## config.mk

```make
export PLATFORM = sky130hd
export DESIGN_NAME = pipelined_addsub_flat
export DESIGN_NICKNAME = d
export VERILOG_FILES = /design/src/rtl/pipelined_addsub_if.sv /design/src/rtl/pipelined_addsub.sv /design/src/flat_wrapper.sv
export SDC_FILE = /design/constraint.sdc
export NUM_CORES = 1
export LEC_CHECK = 0
export ABC_AREA = 1
export BUFFER_PORTS_ARGS = -buffer_cell sky130_fd_sc_hd__buf_2
export CAP_MARGIN = 20
export CORE_ASPECT_RATIO = 1.2
export CORE_UTILIZATION = 40
export DETAILED_ROUTE_END_ITERATION = 10
export MAX_ROUTING_LAYER = met4
export PLACE_DENSITY = 0.65
export SYNTH_ARGS = -nofsm -noshare
export SYNTH_HDL_FRONTEND = slang
export SYNTH_SLANG_ARGS = --single-unit
```

## constraint.sdc

```tcl
create_clock -name clk -period 5.28 [get_ports clk]
set_input_delay 1.056 -clock clk [delete_from_list [all_inputs] [get_ports clk]]
set_output_delay 1.056 -clock clk [all_outputs]
set_load 0.005 [all_outputs]
```

## src/rtl/pipelined_addsub_if.sv

```systemverilog
// Operand/result handshake bundle for pipelined_addsub.
// The master drives operands and out_ready; the slave (the adder) drives results.
interface pipelined_addsub_if #(
  parameter int unsigned WIDTH = 8
);
  logic             in_valid;
  logic             in_ready;
  logic [WIDTH-1:0] a;
  logic [WIDTH-1:0] b;
  logic             cin;
  logic             op_sub;
  logic             out_valid;
  logic             out_ready;
  logic [WIDTH-1:0] sum;
  logic             carry;
  logic             overflow;
  logic             zero;
  logic             negative;

  modport master (
    output in_valid, a, b, cin, op_sub, out_ready,
    input  in_ready, out_valid, sum, carry, overflow, zero, negative
  );

  modport slave (
    input  in_valid, a, b, cin, op_sub, out_ready,
    output in_ready, out_valid, sum, carry, overflow, zero, negative
  );
endinterface

```

## src/rtl/pipelined_addsub.sv

```systemverilog
// Pipelined add/subtract: one SLICE-bit ripple segment per register stage,
// with the carry and the still-pending operand bits registered between stages.
module pipelined_addsub #(
  parameter int unsigned WIDTH = 8,
  parameter int unsigned SLICE = 4
) (
  input logic               clk,
  input logic               rst,
  pipelined_addsub_if.slave bus
);
  localparam int unsigned STAGES = WIDTH / SLICE;
  localparam int unsigned LAST   = STAGES - 1;

  if ((WIDTH < 2) || (SLICE == 0) || ((WIDTH % SLICE) != 0)) begin : g_bad_cfg
    $error("pipelined_addsub: WIDTH=%0d must be >= 2 and a multiple of SLICE=%0d", WIDTH, SLICE);
  end

  logic             w_adv;
  logic [WIDTH-1:0] w_b_eff;
  logic             w_c0;
  logic             r_carry;
  logic             r_ovf;
  logic             r_zero;
  logic             r_neg;

  // Subtraction is A + ~B + ~borrow_in.
  assign w_b_eff = bus.op_sub ? ~bus.b : bus.b;
  assign w_c0    = bus.op_sub ^ bus.cin;

  for (genvar k = 0; k < STAGES; k++) begin : g_stage
    localparam int unsigned LO   = k * SLICE;
    localparam int unsigned PEND = WIDTH - (k + 1) * SLICE;

    logic [SLICE-1:0]    w_a_sl;
    logic [SLICE-1:0]    w_b_sl;
    logic                w_c_in;
    logic                w_v_in;
    logic [SLICE:0]      w_add;
    logic [LO+SLICE-1:0] w_res;
    logic [LO+SLICE-1:0] r_s;
    logic                r_v;

    if (k == 0) begin : g_first
      assign w_a_sl = bus.a[SLICE-1:0];
      assign w_b_sl = w_b_eff[SLICE-1:0];
      assign w_c_in = w_c0;
      assign w_v_in = bus.in_valid;
      assign w_res  = w_add[SLICE-1:0];
    end else begin : g_next
      assign w_a_sl = g_stage[k-1].g_pend.r_a[SLICE-1:0];
      assign w_b_sl = g_stage[k-1].g_pend.r_b[SLICE-1:0];
      assign w_c_in = g_stage[k-1].g_pend.r_c;
      assign w_v_in = g_stage[k-1].r_v;
      assign w_res  = {w_add[SLICE-1:0], g_stage[k-1].r_s};
    end

    assign w_add = {1'b0, w_a_sl} + {1'b0, w_b_sl} + (SLICE+1)'(w_c_in);

    always_ff @(posedge clk) begin
      if (rst) begin
        r_v <= 1'b0;
        r_s <= '0;
      end else if (w_adv) begin
        r_v <= w_v_in;
        r_s <= w_res;
      end
    end

    // Upper operand bits not yet resolved ride along with the op.
    if (k < LAST) begin : g_pend
      logic [PEND-1:0] w_a_up;
      logic [PEND-1:0] w_b_up;
      logic [PEND-1:0] r_a;
      logic [PEND-1:0] r_b;
      logic            r_c;

      if (k == 0) begin : g_src_in
        assign w_a_up = bus.a[WIDTH-1:SLICE];
        assign w_b_up = w_b_eff[WIDTH-1:SLICE];
      end else begin : g_src_prev
        assign w_a_up = g_stage[k-1].g_pend.r_a[PEND+SLICE-1:SLICE];
        assign w_b_up = g_stage[k-1].g_pend.r_b[PEND+SLICE-1:SLICE];
      end

      always_ff @(posedge clk) begin
        if (rst) begin
          r_a <= '0;
          r_b <= '0;
          r_c <= 1'b0;
        end else if (w_adv) begin
          r_a <= w_a_up;
          r_b <= w_b_up;
          r_c <= w_add[SLICE];
        end
      end
    end
  end

  // Flags come from the top segment, registered alongside the final sum.
  always_ff @(posedge clk) begin
    if (rst) begin
      r_carry <= 1'b0;
      r_ovf   <= 1'b0;
      r_zero  <= 1'b0;
      r_neg   <= 1'b0;
    end else if (w_adv) begin
      r_carry <= g_stage[LAST].w_add[SLICE];
      r_ovf   <= (g_stage[LAST].w_a_sl[SLICE-1] == g_stage[LAST].w_b_sl[SLICE-1]) &
                 (g_stage[LAST].w_add[SLICE-1] != g_stage[LAST].w_a_sl[SLICE-1]);
      r_zero  <= (g_stage[LAST].w_res == '0);
      r_neg   <= g_stage[LAST].w_add[SLICE-1];
    end
  end

  assign w_adv         = ~g_stage[LAST].r_v | bus.out_ready;
  assign bus.in_ready  = w_adv;
  assign bus.out_valid = g_stage[LAST].r_v;
  assign bus.sum       = g_stage[LAST].r_s;
  assign bus.carry     = r_carry;
  assign bus.overflow  = r_ovf;
  assign bus.zero      = r_zero;
  assign bus.negative  = r_neg;
endmodule

```

## src/flat_wrapper.sv

```systemverilog
// flat-port wrapper written by rule: the top's interface ports become plain ports
module pipelined_addsub_flat 
#(
  parameter int unsigned WIDTH = 8,
  parameter int unsigned SLICE = 4
)
  (clk, rst, bus_in_valid, bus_a, bus_b, bus_cin, bus_op_sub, bus_out_ready, bus_in_ready, bus_out_valid, bus_sum, bus_carry, bus_overflow, bus_zero, bus_negative);
  pipelined_addsub_if #(.WIDTH(WIDTH)) bus_i ();
  input logic clk;
  input logic rst;
  input wire logic [$bits(bus_i.in_valid)-1:0] bus_in_valid;
  input wire logic [$bits(bus_i.a)-1:0] bus_a;
  input wire logic [$bits(bus_i.b)-1:0] bus_b;
  input wire logic [$bits(bus_i.cin)-1:0] bus_cin;
  input wire logic [$bits(bus_i.op_sub)-1:0] bus_op_sub;
  input wire logic [$bits(bus_i.out_ready)-1:0] bus_out_ready;
  output wire logic [$bits(bus_i.in_ready)-1:0] bus_in_ready;
  output wire logic [$bits(bus_i.out_valid)-1:0] bus_out_valid;
  output wire logic [$bits(bus_i.sum)-1:0] bus_sum;
  output wire logic [$bits(bus_i.carry)-1:0] bus_carry;
  output wire logic [$bits(bus_i.overflow)-1:0] bus_overflow;
  output wire logic [$bits(bus_i.zero)-1:0] bus_zero;
  output wire logic [$bits(bus_i.negative)-1:0] bus_negative;
  assign bus_i.in_valid = bus_in_valid;
  assign bus_i.a = bus_a;
  assign bus_i.b = bus_b;
  assign bus_i.cin = bus_cin;
  assign bus_i.op_sub = bus_op_sub;
  assign bus_i.out_ready = bus_out_ready;
  assign bus_in_ready = bus_i.in_ready;
  assign bus_out_valid = bus_i.out_valid;
  assign bus_sum = bus_i.sum;
  assign bus_carry = bus_i.carry;
  assign bus_overflow = bus_i.overflow;
  assign bus_zero = bus_i.zero;
  assign bus_negative = bus_i.negative;
  pipelined_addsub #(.WIDTH(WIDTH), .SLICE(SLICE)) u_core (.clk(clk), .rst(rst), .bus(bus_i));
endmodule
```

Yosys cells after proc, flatten, opt, wreduce, memory -nomap -nowiden
Cells that the tools add are included.
Widths: inputs -> output; s select.
{ "classes": {"n_addsub": 4, "n_mux": 1, "reduce_logical": 1, "eq_ne": 2, "bitwise_logic": 5} }
{ "op_table": {"columns": ["cell", "count"], "rows": [
  ["$add 4x4->5", 2],
  ["$add 5x1->5", 2],
  ["$logic_not 8->1", 1],
  ["$mux 8", 1],
  ["$not 8->8", 1],
  ["$and 1x1->1", 1],
  ["$eq 1x1->1", 1],
  ["$ne 1x1->1", 1],
  ["$not 1->1", 1],
  ["$or 1x1->1", 1],
  ["$xor 1x1->1", 1]
]} }
{ "totals": {"inputBits": 22, "out_inout_bits": 14, "register_bits": 27, "wordCells": 24} }

Depth between registers and ports, before layout
Gate-level depths: netlist (run 1).
{ "depth": {"ltp_word": 4, "depth_mapped": 10, "mapped_depth_nobuf": 10} }

Least setup slack after synthesis (run 1)
Ideal clock, no wire load.
{ "synth_path": {"path_kind": "in2reg", "startpoint": "input port bus_op_sub", "endpoint": "register u_core.g_stage[0].g_pend.r_c", "stages": 8, "required_time_ns": 5.166, "setup_slack_ns": 2.621, "n_path_buf": 1, "arrival_ns": 2.545, "setup_time_ns": 0.114, "path_cell_list": "buf_2 > xor2_1 > fa_1 > fa_1 > nand3_1 > a21oi_1 > a21oi_1 > nor2_1"} }
{ "synth_between": {"elab_chain_cells": 3, "word_cells_on_any_way": 4, "cone_classes": "add/sub (2); mux (1); bitwise (1)"} }
{ "synth_rtl": {"columns": ["element", "line", "source"], "rows": [
  ["from (decl)", "flat_wrapper.sv:15", "input wire logic [$bits(bus_i.op_sub)-1:0] bus_op_sub;"],
  ["$mux 8", "pipelined_addsub.sv:27", "assign w_b_eff = bus.op_sub ? ~bus.b : bus.b;"],
  ["$add 4x4->5", "pipelined_addsub.sv:57", "assign w_add = {1'b0, w_a_sl} + {1'b0, w_b_sl} + (SLICE+1)'(w_c_in);"],
  ["$add 5x1->5 *", "pipelined_addsub.sv:57", null],
  ["to (signal assigned)", "pipelined_addsub.sv:93", "r_c <= w_add[SLICE];"],
  ["to (decl)", "pipelined_addsub.sv:75", "logic r_c;"]
]} }
Mark *: on every way between the ends. The rest lies on a longest branch, timed or not.
A chain may end at the register's enable or synchronous reset.

Worst setup path in the final report (run 1)
{ "layout_path": {"startpoint": "input port bus_out_ready", "endpoint": "output port bus_in_ready"} }
{ "layout_between": {"elab_chain_cells": 1} }
{ "layout_rtl": {"columns": ["element", "line", "source"], "rows": [
  ["from (decl)", "flat_wrapper.sv:16", "input wire logic [$bits(bus_i.out_ready)-1:0] bus_out_ready;"],
  ["$or 1x1->1", "pipelined_addsub.sv:115", "assign w_adv = ~g_stage[LAST].r_v | bus.out_ready;"],
  ["to (decl)", "flat_wrapper.sv:17", "output wire logic [$bits(bus_i.in_ready)-1:0] bus_in_ready;"]
]} }
No other way between the ends.

==> results of run 1 <==
## cells in the mapped netlist, drive strengths merged, types with 4 or more instances
cell type	instances	area [µm²]
a21oi	22	110
xnor2	5	43.8
fa	4	80.1
nor2	18	75.1
xor2	5	43.8
nand3	7	35.0
ha	6	75.1
inv	19	73.8
buf	7	62.6
o21ai	23	115
nand2	14	52.6
dfxtp	26	521
## cell type report
type	count	area [µm²]	share of cell area (%)
multi-input combinational	107	651	43.3
clock buffer	4	36.3	2.42
inverter	19	73.8	4.92
timing repair buffer	35	175	11.7
tap	36	45.0	3.00
sequential	26	520	34.7
## metrics by stage
step	power, mW	setup WS (ns)	instance area (µm²)
CTS	0.439	2.31	1500
global route	0.467	2.19	1500
floorplan	0.306	2.62	1310
detailed placement	0.340	2.31	1470
finish	0.436	2.30	1500
global placement	0.335	2.33	1470
## routing by layer
layer	up-vias	wire length, µm
met2	28	1320
met1	515	1140
met5	-	0
met4	0	41
met3	4	91
li1	582	-
## kinds of logic after synthesis
kind of cell               count (synthesis)
AOI/OAI and AO/OA                         46
and+or+nand+nor                           41
buffers and inverters                     27
DFF                                       26
xor gates and xnor gates                  10
adders and majority gates                 10
## registers in the layout (all words and copies together) (netlist names)
| signal | flops |
|---|---|
| u_core.g_stage.g_pend.r_c | 1 |
| u_core.bus.overflow | 1 |
| u_core.bus.sum | 7 |
| u_core.g_stage.g_pend.r_b | 4 |
| u_core.bus.zero | 1 |
| u_core.bus.out_valid | 1 |
| u_core.g_stage.r_s | 4 |
| u_core.g_stage.r_v | 1 |
| u_core.g_stage.g_pend.r_a | 4 |
| u_core.bus.carry | 1 |
| u_core.bus.negative | 1 |
## report_power, final
group / switching, mW / internal, mW
clock: 0.0591 / 0.0421
combinational: 0.0586 / 0.0472
sequential: 0.0108 / 0.218
## worst max-delay path by stage
stage / startpoint / end / slack, ns / cells past startpoint
after floorplan: bus_op_sub / u_core.g_stage[0].g_pend.r_c$_SDFFE_PP0P_ / 2.62 / 8
after global placement: bus_out_ready / bus_in_ready / 2.33 / 4
after detailed placement: bus_out_ready / bus_in_ready / 2.31 / 4
after CTS: bus_out_ready / bus_in_ready / 2.31 / 4
after global routing: bus_out_ready / bus_in_ready / 2.19 / 4
final: bus_out_ready / bus_in_ready / 2.30 / 4
## tightest hold or removal path: cells and delay by family, from the launching register on
family | cells | cell delay, ns
AO/OA/AOI/OAI | 1 | 0.05
buffers and inverters | 1 | 0.06
flip-flops | 1 | 0.33
==> impl_metrics.env, run 1 <==
export IMPL_status="finished, final reports clean"
export IMPL_core_area_um2=3080
export IMPL_r2r_worst_path_cells=10
export IMPL_cts_htree_levels=1
export IMPL_io_pins=36
export IMPL_clockBufferDepth=2
export IMPL_r2r_end="u_core.bus.zero$_SDFFE_PP0P_"
export IMPL_hpwl_mm=2.00
export IMPL_grt_ovfl_total=0
export IMPL_cp_cell_sequence="buf_2, nor2_4, inv_4, buf_2"
export IMPL_core_rowCount=22
export IMPL_crit_type="in -> out"
export IMPL_rsz0062_at_grt="no"
export IMPL_layout_nets=224
export IMPL_crit_path_frequent_cell="buf_2"
export IMPL_synthMuxAreaShare_pct=0
export IMPL_ys_async_sr_fraction_pct=0
export IMPL_cp_buffers_inverters=3
export IMPL_ys_flop_type="dfxtp_1"
export IMPL_synth_fa_ha_area_share_pct=11.8
export IMPL_fmax_mhz=336
export IMPL_final_cells=227
export IMPL_drv_slew=0
export IMPL_clk_insertion_delay_late_ns=0.32
export IMPL_cp_arrival_ns=1.92
export IMPL_peakVddDrop_mv=0.134
export IMPL_cts_root_buf="clkbuf_4"
export IMPL_drtIter0Drc=18
export IMPL_holdBufCountCts=0
export IMPL_holdWs_ns=0.469
export IMPL_gp_congestion=0.791
export IMPL_totalWireLength_mm=2.59
export IMPL_finalCriticalPeriod_ns=2.98
export IMPL_drv_cap=0
export IMPL_cp_max_fo=33
export IMPL_top_usage_layer="met2"
export IMPL_yosys_area_share_simple_pct=13.3
export IMPL_hp_class="reg -> reg"
export IMPL_synth_xor_area_share_pct=6.67
export IMPL_cts_buffers=3
export IMPL_die_area_um2=3520
export IMPL_grt_max_degree=34
export IMPL_synth_edff_count=0
export IMPL_syn_area_um2=1310
export IMPL_ant_nets=0
export IMPL_postCtsSetupBuffers=0
export IMPL_die_w_um=54.3
export IMPL_drtPass1Iterations=4
export IMPL_worst_pin_slew_ns=0.601
export IMPL_post_route_util_pct=48.7
export IMPL_gr_usage_met2_pct=29.1
export IMPL_cts_resized=0
export IMPL_ff2ff_setup_slack_ns=3.35
export IMPL_tritoncts="yes"
export IMPL_seq_area_frac_synth_pct=39.7
export IMPL_numPortBuffers=35
export IMPL_syn_area_per_cell_um2=8.20
export IMPL_placed_cells=223
export IMPL_die_h_um=64.8
export IMPL_start_util_pct=42.6
export IMPL_drive_gt1_share_pct=21.5
export IMPL_clkTransAtPathRegs_ns=0.15
export IMPL_grt_pass1_wl_mm=4.60
export IMPL_via_per_inst=4.97
export IMPL_grt_usage_pct=17.7
export IMPL_fin_skew_ns=0.00822
export IMPL_layout_commonest_cell="buf_2"
export IMPL_hold_viol_final=0
export IMPL_use_met3_pct=1.64
export IMPL_min_from="u_core.g_stage[0].r_v$_SDFFE_PP0P_"
export IMPL_synth_cell_types=21
export IMPL_crit_required_ns=4.22
export IMPL_gr_usage_met1_pct=22.0
export IMPL_p_leak_nw=0.752
export IMPL_final_cell_mix="buf_2, dfxtp_1, a21oi_1"
export IMPL_synth_compound_area_share_pct=17.7
export IMPL_synth_top_family_by_area="compound AO/OA/AOI/OAI gates"
export IMPL_ys_ff_latch=26
export IMPL_diodes=0
export IMPL_cpPeakStageDelay_ns=0.36
export IMPL_min_path_cells=2
export IMPL_crit_reg2reg_launch="u_core.g_stage[0].g_pend.r_c$_SDFFE_PP0P_"
export IMPL_critical_path_top_delay_family="buffers and inverters"
export IMPL_slew_headroom_pct=59.9
export IMPL_yosysWarnings=0
export IMPL_wl_per_cell_um=11.4
export IMPL_power_density_nw_per_um2=290
export IMPL_tns_ns=0
export IMPL_end_kind="output pin"
export IMPL_crit_slowest_cell="nor2_4"
export IMPL_hold_end="u_core.g_stage[0].r_v$_SDFFE_PP0P_"
export IMPL_vias=1129
export IMPL_antenna_found_initial=0
export IMPL_setup_viol_count_final=0
export IMPL_syn2layout_area_growth_pct=14.4
export IMPL_cp_start_kind="input pin"
export IMPL_syn_nets=192
export IMPL_clock_sinks=26
export IMPL_grt_pass1_vias=1069
export IMPL_drc=0
export IMPL_syn_inst=160
export IMPL_fin_crit_sh_pct=56.4
export IMPL_fill_cells=317
No activity file was read; power rests on OpenSTA's default activity.
==> inputs of run 2 (changes only) <==
==> constraint.sdc (replaced) <==
create_clock -name clk -period 3.1 [get_ports clk]
set_input_delay 0.62 -clock clk [delete_from_list [all_inputs] [get_ports clk]]
set_output_delay 0.62 -clock clk [all_outputs]
set_load 0.005 [all_outputs]
==> run 2 against run 1 <==
Die area did not move. Cell area fell by 0.92%. Final cell count fell by 0.44%. Largest cell class unchanged. Clock skew rose by 0.0041 ns. Highest routed layer unchanged. First-iteration DRC count rose by 78%. Global-route usage fell by 0.65 points. Sequential share of layout area rose by 0.32 points. Critical path type unchanged. Largest power group unchanged. Hold slack got worse by 0.00067 ns.
==> impl_metrics.env, run 2 (synthesis gave the netlist of run 1 again) <==
export IMPL_seqPwrFrac_pct=55.1
export IMPL_largest_reg_flops=7
export IMPL_final_cell_mix="buf_2, dfxtp_1, a21oi_1"
export IMPL_grt_pass1_vias=992
export IMPL_setup_viol_count_final=0
export IMPL_vias=1113
export IMPL_p_int_mw=0.496
export IMPL_fin_skew_ns=0.0123
export IMPL_gp_congestion=0.790
export IMPL_core_area_um2=3080
export IMPL_cp_max_fo=33
export IMPL_tritoncts="yes"
export IMPL_via_per_inst=4.92
export IMPL_clkTransAtPathRegs_ns=0.14
export IMPL_grt_ovfl_total=0
export IMPL_start_util_pct=42.6
export IMPL_cts_root_buf="clkbuf_4"
export IMPL_post_route_util_pct=48.3
export IMPL_fin_crit_sh_pct=68.6
export IMPL_totalWireLength_mm=2.60
export IMPL_swShare_pct=30.0
export IMPL_drv_cap=0
export IMPL_postCtsSetupBuffers=0
export IMPL_wl_per_cell_um=11.5
export IMPL_holdWs_ns=0.468
export IMPL_io_pins=36
export IMPL_syn2layout_area_growth_pct=13.3
export IMPL_p_leak_nw=0.744
export IMPL_startpoint="bus_out_ready"
export IMPL_drtIter0Drc=32
export IMPL_drc=0
export IMPL_status="finished, final reports clean"
export IMPL_placed_cell_area_um2=1470
export IMPL_holdBufCountCts=0
export IMPL_hpwl_mm=1.97
export IMPL_finalCriticalPeriod_ns=2.13
export IMPL_clk_insertion_delay_late_ns=0.32
export IMPL_hp_class="reg -> reg"
export IMPL_clockBufferDepth=2
export IMPL_layout_nets=224
export IMPL_cts_buffers=3
export IMPL_final_area_um2=1490
export IMPL_power_mw=0.709
export IMPL_cts_htree_levels=1
export IMPL_crit_type="in -> out"
export IMPL_hold_viol_final=0
export IMPL_die_w_um=54.3
export IMPL_die_area_um2=3520
export IMPL_numPortBuffers=35
export IMPL_antenna_found_initial=0
export IMPL_clock_sinks=26
export IMPL_cp_arrival_ns=1.51
export IMPL_crit_reg2reg_launch="u_core.g_stage[0].g_pend.r_c$_SDFFE_PP0P_"
export IMPL_ant_nets=0
export IMPL_slew_headroom_pct=61.2
export IMPL_worst_pin_slew_ns=0.582
export IMPL_rsz0062_at_grt="no"
export IMPL_cts_resized=0
export IMPL_core_rowCount=22
export IMPL_end_kind="output pin"
export IMPL_drive_gt1_share_pct=21.1
export IMPL_layout_commonest_cell="buf_2"
export IMPL_die_h_um=64.8
export IMPL_p_switching_mw=0.212
export IMPL_grt_pass1_wl_mm=4.31
export IMPL_peakVddDrop_mv=0.281
export IMPL_crit_required_ns=2.48
export IMPL_p_comb_share_pct=25.1
export IMPL_cp_start_kind="input pin"
export IMPL_drtPass1Iterations=4
export IMPL_min_from="u_core.g_stage[0].r_v$_SDFFE_PP0P_"
export IMPL_clkPwrFrac_pct=19.9
export IMPL_drv_slew=0
export IMPL_grt_usage_pct=17.1
export IMPL_power_density_nw_per_um2=477
export IMPL_tns_ns=0
export IMPL_diodes=0
export IMPL_fmax_mhz=470
export IMPL_grt_max_degree=34
run 2: changes by cell type in the layout (fill, tap and decap cells not counted):
cell / delta
clkbuf_8: -1
run 2: power groups by stage:
stage	clock (mW)	combinational (mW)	sequential [mW]
2_1_floorplan	0	0.124	0.397
3_3_place_gp	0	0.175	0.397
3_5_place_dp	0	0.180	0.398
4_1_cts	0.145	0.181	0.391
5_1_grt	0.160	0.203	0.396
6_report	0.141	0.178	0.390
run 2: final timing paths:
| path | endpoint | slack [ns] | depth (start not counted) |
|---|---|---|---|
| worst max-delay path | bus_in_ready | 0.97 | 4 |
| worst min-delay path | u_core.bus.out_valid$_SDFFE_PP0P_ | 0.47 | 2 |
| worst max register to register | u_core.bus.zero$_SDFFE_PP0P_ | 1.16 | 10 |
| worst min register to register | u_core.bus.out_valid$_SDFFE_PP0P_ | 0.47 | 2 |
run 2: per-layer routing:
metal	track usage [%]	part of all wire, %
met1	20.9	44
met2	27.7	50
met3	2.11	3.8
met5	-	0
met4	6.73	1.7
run 2: worst max-delay path, stage by stage:
cell    delay (ns)
buf_2         0.11
nor2_4        0.36
inv_4         0.22
buf_2         0.19
run 2: area by class of cell:
class	instances	area, µm²
inverter	19	73.8
clock buffer	3	22.5
sequential	26	520
tap	36	45.0
timing repair buffer	35	175
fill	329	1600
multi-input combinational	107	651
run 2: through the flow:
step | setup WS [ns] | std cells
6_report | 0.973 | 226
4_1_cts | 0.963 | 226
3_3_place_gp | 0.794 | 223
3_5_place_dp | 0.741 | 223
2_1_floorplan | 0.877 | 160
5_1_grt | 0.854 | 226
==> inputs of run 3 (changes only) <==
==> constraint.sdc (replaced) <==
create_clock -name clk -period 2 [get_ports clk]
set_input_delay 0.4 -clock clk [delete_from_list [all_inputs] [get_ports clk]]
set_output_delay 0.4 -clock clk [all_outputs]
set_load 0.005 [all_outputs]
==> run 3 against run 2 <==
Non-clock buffer count grew 2. Flip-flop and latch count is the same. Final cell count increased by 1.3%. Largest cell class unchanged. Clock skew down 0.0066 ns. Clock power up 85%. Core utilization increased by 1.1 points. Register-to-register slack worse by 0.97 ns. Sequential share of layout area shrank 0.78 points. Worst setup slack lost 0.79 ns. First-iteration DRC count is 34% lower. Clock-buffer cell count up 1. Via count shrank 0.36%.
==> impl_metrics.env, run 3 (synthesis gave the netlist of run 1 again) <==
export IMPL_status="finished, final reports clean"
export IMPL_tns_ns=0
export IMPL_grt_pass1_vias=1031
export IMPL_min_path_cells=2
export IMPL_holdBufCountCts=0
export IMPL_ff2ff_setup_slack_ns=0.19
export IMPL_final_cells=229
export IMPL_drv_slew=0
export IMPL_grt_usage_pct=17.9
export IMPL_drv_cap=0
export IMPL_peakVddDrop_mv=0.333
export IMPL_finalCriticalPeriod_ns=1.81
export IMPL_crit_reg2reg_launch="u_core.g_stage[0].g_pend.r_c$_SDFFE_PP0P_"
export IMPL_power_density_nw_per_um2=754
export IMPL_place_ws_ns=0.0418
export IMPL_worst_pin_slew_ns=0.569
export IMPL_grt_max_degree=34
export IMPL_fin_skew_ns=0.00574
export IMPL_cts_resized=0
export IMPL_die_w_um=54.3
export IMPL_holdWs_ns=0.272
export IMPL_cp_arrival_ns=2.08
export IMPL_drive_gt1_share_pct=23.3
export IMPL_crit_type="reg -> reg"
export IMPL_cpPeakStageDelay_ns=0.54
export IMPL_fmax_mhz=551
export IMPL_cp_start_kind="register"
export IMPL_post_route_util_pct=49.4
export IMPL_p_int_mw=0.814
export IMPL_p_switching_mw=0.334
export IMPL_hp_class="in -> reg"
export IMPL_clkPwrFrac_pct=22.7
export IMPL_min_from="rst"
export IMPL_swShare_pct=29.1
export IMPL_totalWireLength_mm=2.63
export IMPL_fin_crit_sh_pct=90.7
export IMPL_clkTransAtPathRegs_ns=0.14
export IMPL_drtPass1Iterations=4
export IMPL_p_comb_share_pct=24.5
export IMPL_ant_nets=0
export IMPL_die_area_um2=3520
export IMPL_placed_cells=225
export IMPL_postCtsSetupBuffers=0
export IMPL_crit_required_ns=2.26
export IMPL_vias=1109
export IMPL_clockBufferDepth=2
export IMPL_cp_cell_sequence="inv_1, fa_2, fa_1, nand4_1, nor2_1, nand2_1, a21oi_1"
export IMPL_numPortBuffers=35
export IMPL_top_usage_layer="met2"
export IMPL_cts_buffers=3
export IMPL_core_rowCount=22
export IMPL_tritoncts="yes"
export IMPL_start_util_pct=42.6
export IMPL_fin_ws_ns=0.186
export IMPL_grt_pass1_wl_mm=4.47
export IMPL_cts_root_buf="clkbuf_4"
export IMPL_largest_reg_flops=7
export IMPL_cp_max_fo=2
export IMPL_final_cell_mix="buf_2, dfxtp_1, a21oi_1"
export IMPL_slew_headroom_pct=62.0
export IMPL_layout_commonest_cell="buf_2"
export IMPL_hold_viol_final=0
export IMPL_syn2layout_area_growth_pct=15.9
export IMPL_layout_nets=226
export IMPL_drtIter0Drc=21
export IMPL_crit_slowest_cell="fa_1"
export IMPL_die_h_um=64.8
export IMPL_p_leak_nw=0.761
export IMPL_setup_viol_count_final=0
export IMPL_drc=0
export IMPL_fill_cells=321
export IMPL_cts_htree_levels=1
export IMPL_hold_end="u_core.bus.zero$_SDFFE_PP0P_"
export IMPL_hpwl_mm=2.00
export IMPL_antenna_found_initial=0
export IMPL_io_pins=36
export IMPL_grt_ovfl_total=0
export IMPL_rsz0062_at_grt="no"
export IMPL_clock_sinks=26
export IMPL_use_met3_pct=2.35
export IMPL_core_area_um2=3080
export IMPL_r2r_end="u_core.bus.zero$_SDFFE_PP0P_"
export IMPL_wl_per_cell_um=11.5
export IMPL_gr_usage_met1_pct=21.4
export IMPL_end_kind="register"
export IMPL_diodes=0
export IMPL_clk_insertion_delay_late_ns=0.31
export IMPL_r2r_worst_path_cells=7
export IMPL_gr_usage_met2_pct=29.0
export IMPL_seqPwrFrac_pct=52.7
export IMPL_via_per_inst=4.84
export IMPL_gp_congestion=0.829
==> run 3: cell count changes in the layout (fill, tap and decap cells not counted) <==
cell      before  now
fa_1           4    2
fa_2           0    2
clkbuf_8       0    1
buf_4          0    2
==> run 3: final cells by class <==
| class | instances | area, µm² | share of cell area [%] |
|---|---|---|---|
| Tap cell | 36 | 45.0 | 2.96 |
| Multi-Input combinational cell | 107 | 656 | 43.1 |
| Clock buffer | 4 | 36.3 | 2.38 |
| Timing Repair Buffer | 37 | 190 | 12.5 |
| Inverter | 19 | 73.8 | 4.85 |
| Sequential cell | 26 | 520 | 34.2 |
==> run 3: worst max path at each step <==
| stage | start | end | slack, ns | cells past startpoint |
|---|---|---|---|---|
| 6_report | u_core.g_stage[0].g_pend.r_c$_SDFFE_PP0P_ | u_core.bus.zero$_SDFFE_PP0P_ | 0.19 | 7 |
| 4_1_cts | u_core.g_stage[0].g_pend.r_c$_SDFFE_PP0P_ | u_core.bus.zero$_SDFFE_PP0P_ | 0.1 | 7 |
| 5_1_grt | u_core.g_stage[0].g_pend.r_c$_SDFFE_PP0P_ | u_core.bus.zero$_SDFFE_PP0P_ | 0.05 | 10 |
| 2_1_floorplan | bus_op_sub | u_core.g_stage[0].g_pend.r_c$_SDFFE_PP0P_ | 0.05 | 8 |
| 3_5_place_dp | bus_op_sub | u_core.g_stage[0].g_pend.r_c$_SDFFE_PP0P_ | 0.04 | 8 |
| 3_3_place_gp | bus_op_sub | u_core.g_stage[0].g_pend.r_c$_SDFFE_PP0P_ | 0.08 | 8 |
==> run 3: critical path, delay by kind of cell, from the launching register on <==
kind | cells | cell delay, ns
adder cells (fa/ha/maj) | 2 | 0.95
flip-flops | 1 | 0.36
AND/OR/NAND/NOR | 3 | 0.27
buffers and inverters | 1 | 0.06
AO/OA/AOI/OAI | 1 | 0.11
==> run 3: stage by stage <==
step | power, mW | cell area, µm²
3_3_place_gp | 0.890 | 1480
5_1_grt | 1.23 | 1520
2_1_floorplan | 0.808 | 1320
6_report | 1.15 | 1520
3_5_place_dp | 0.901 | 1480
4_1_cts | 1.16 | 1520
==> run 3: power by group through the flow <==
stage | logic, mW | registers (mW) | clock network (mW)
after floorplan | 0.193 | 0.616 | 0
after global placement | 0.274 | 0.616 | 0
after detailed placement | 0.284 | 0.617 | 0
after CTS | 0.285 | 0.606 | 0.272
after global routing | 0.324 | 0.615 | 0.296
final | 0.282 | 0.605 | 0.261
==> run 3: per-layer routing <==
layer,wire [µm],vias to the layer above
li1,-,587
met1,1180,494
met2,1320,26
met3,91,2
met4,34,0
met5,0,-
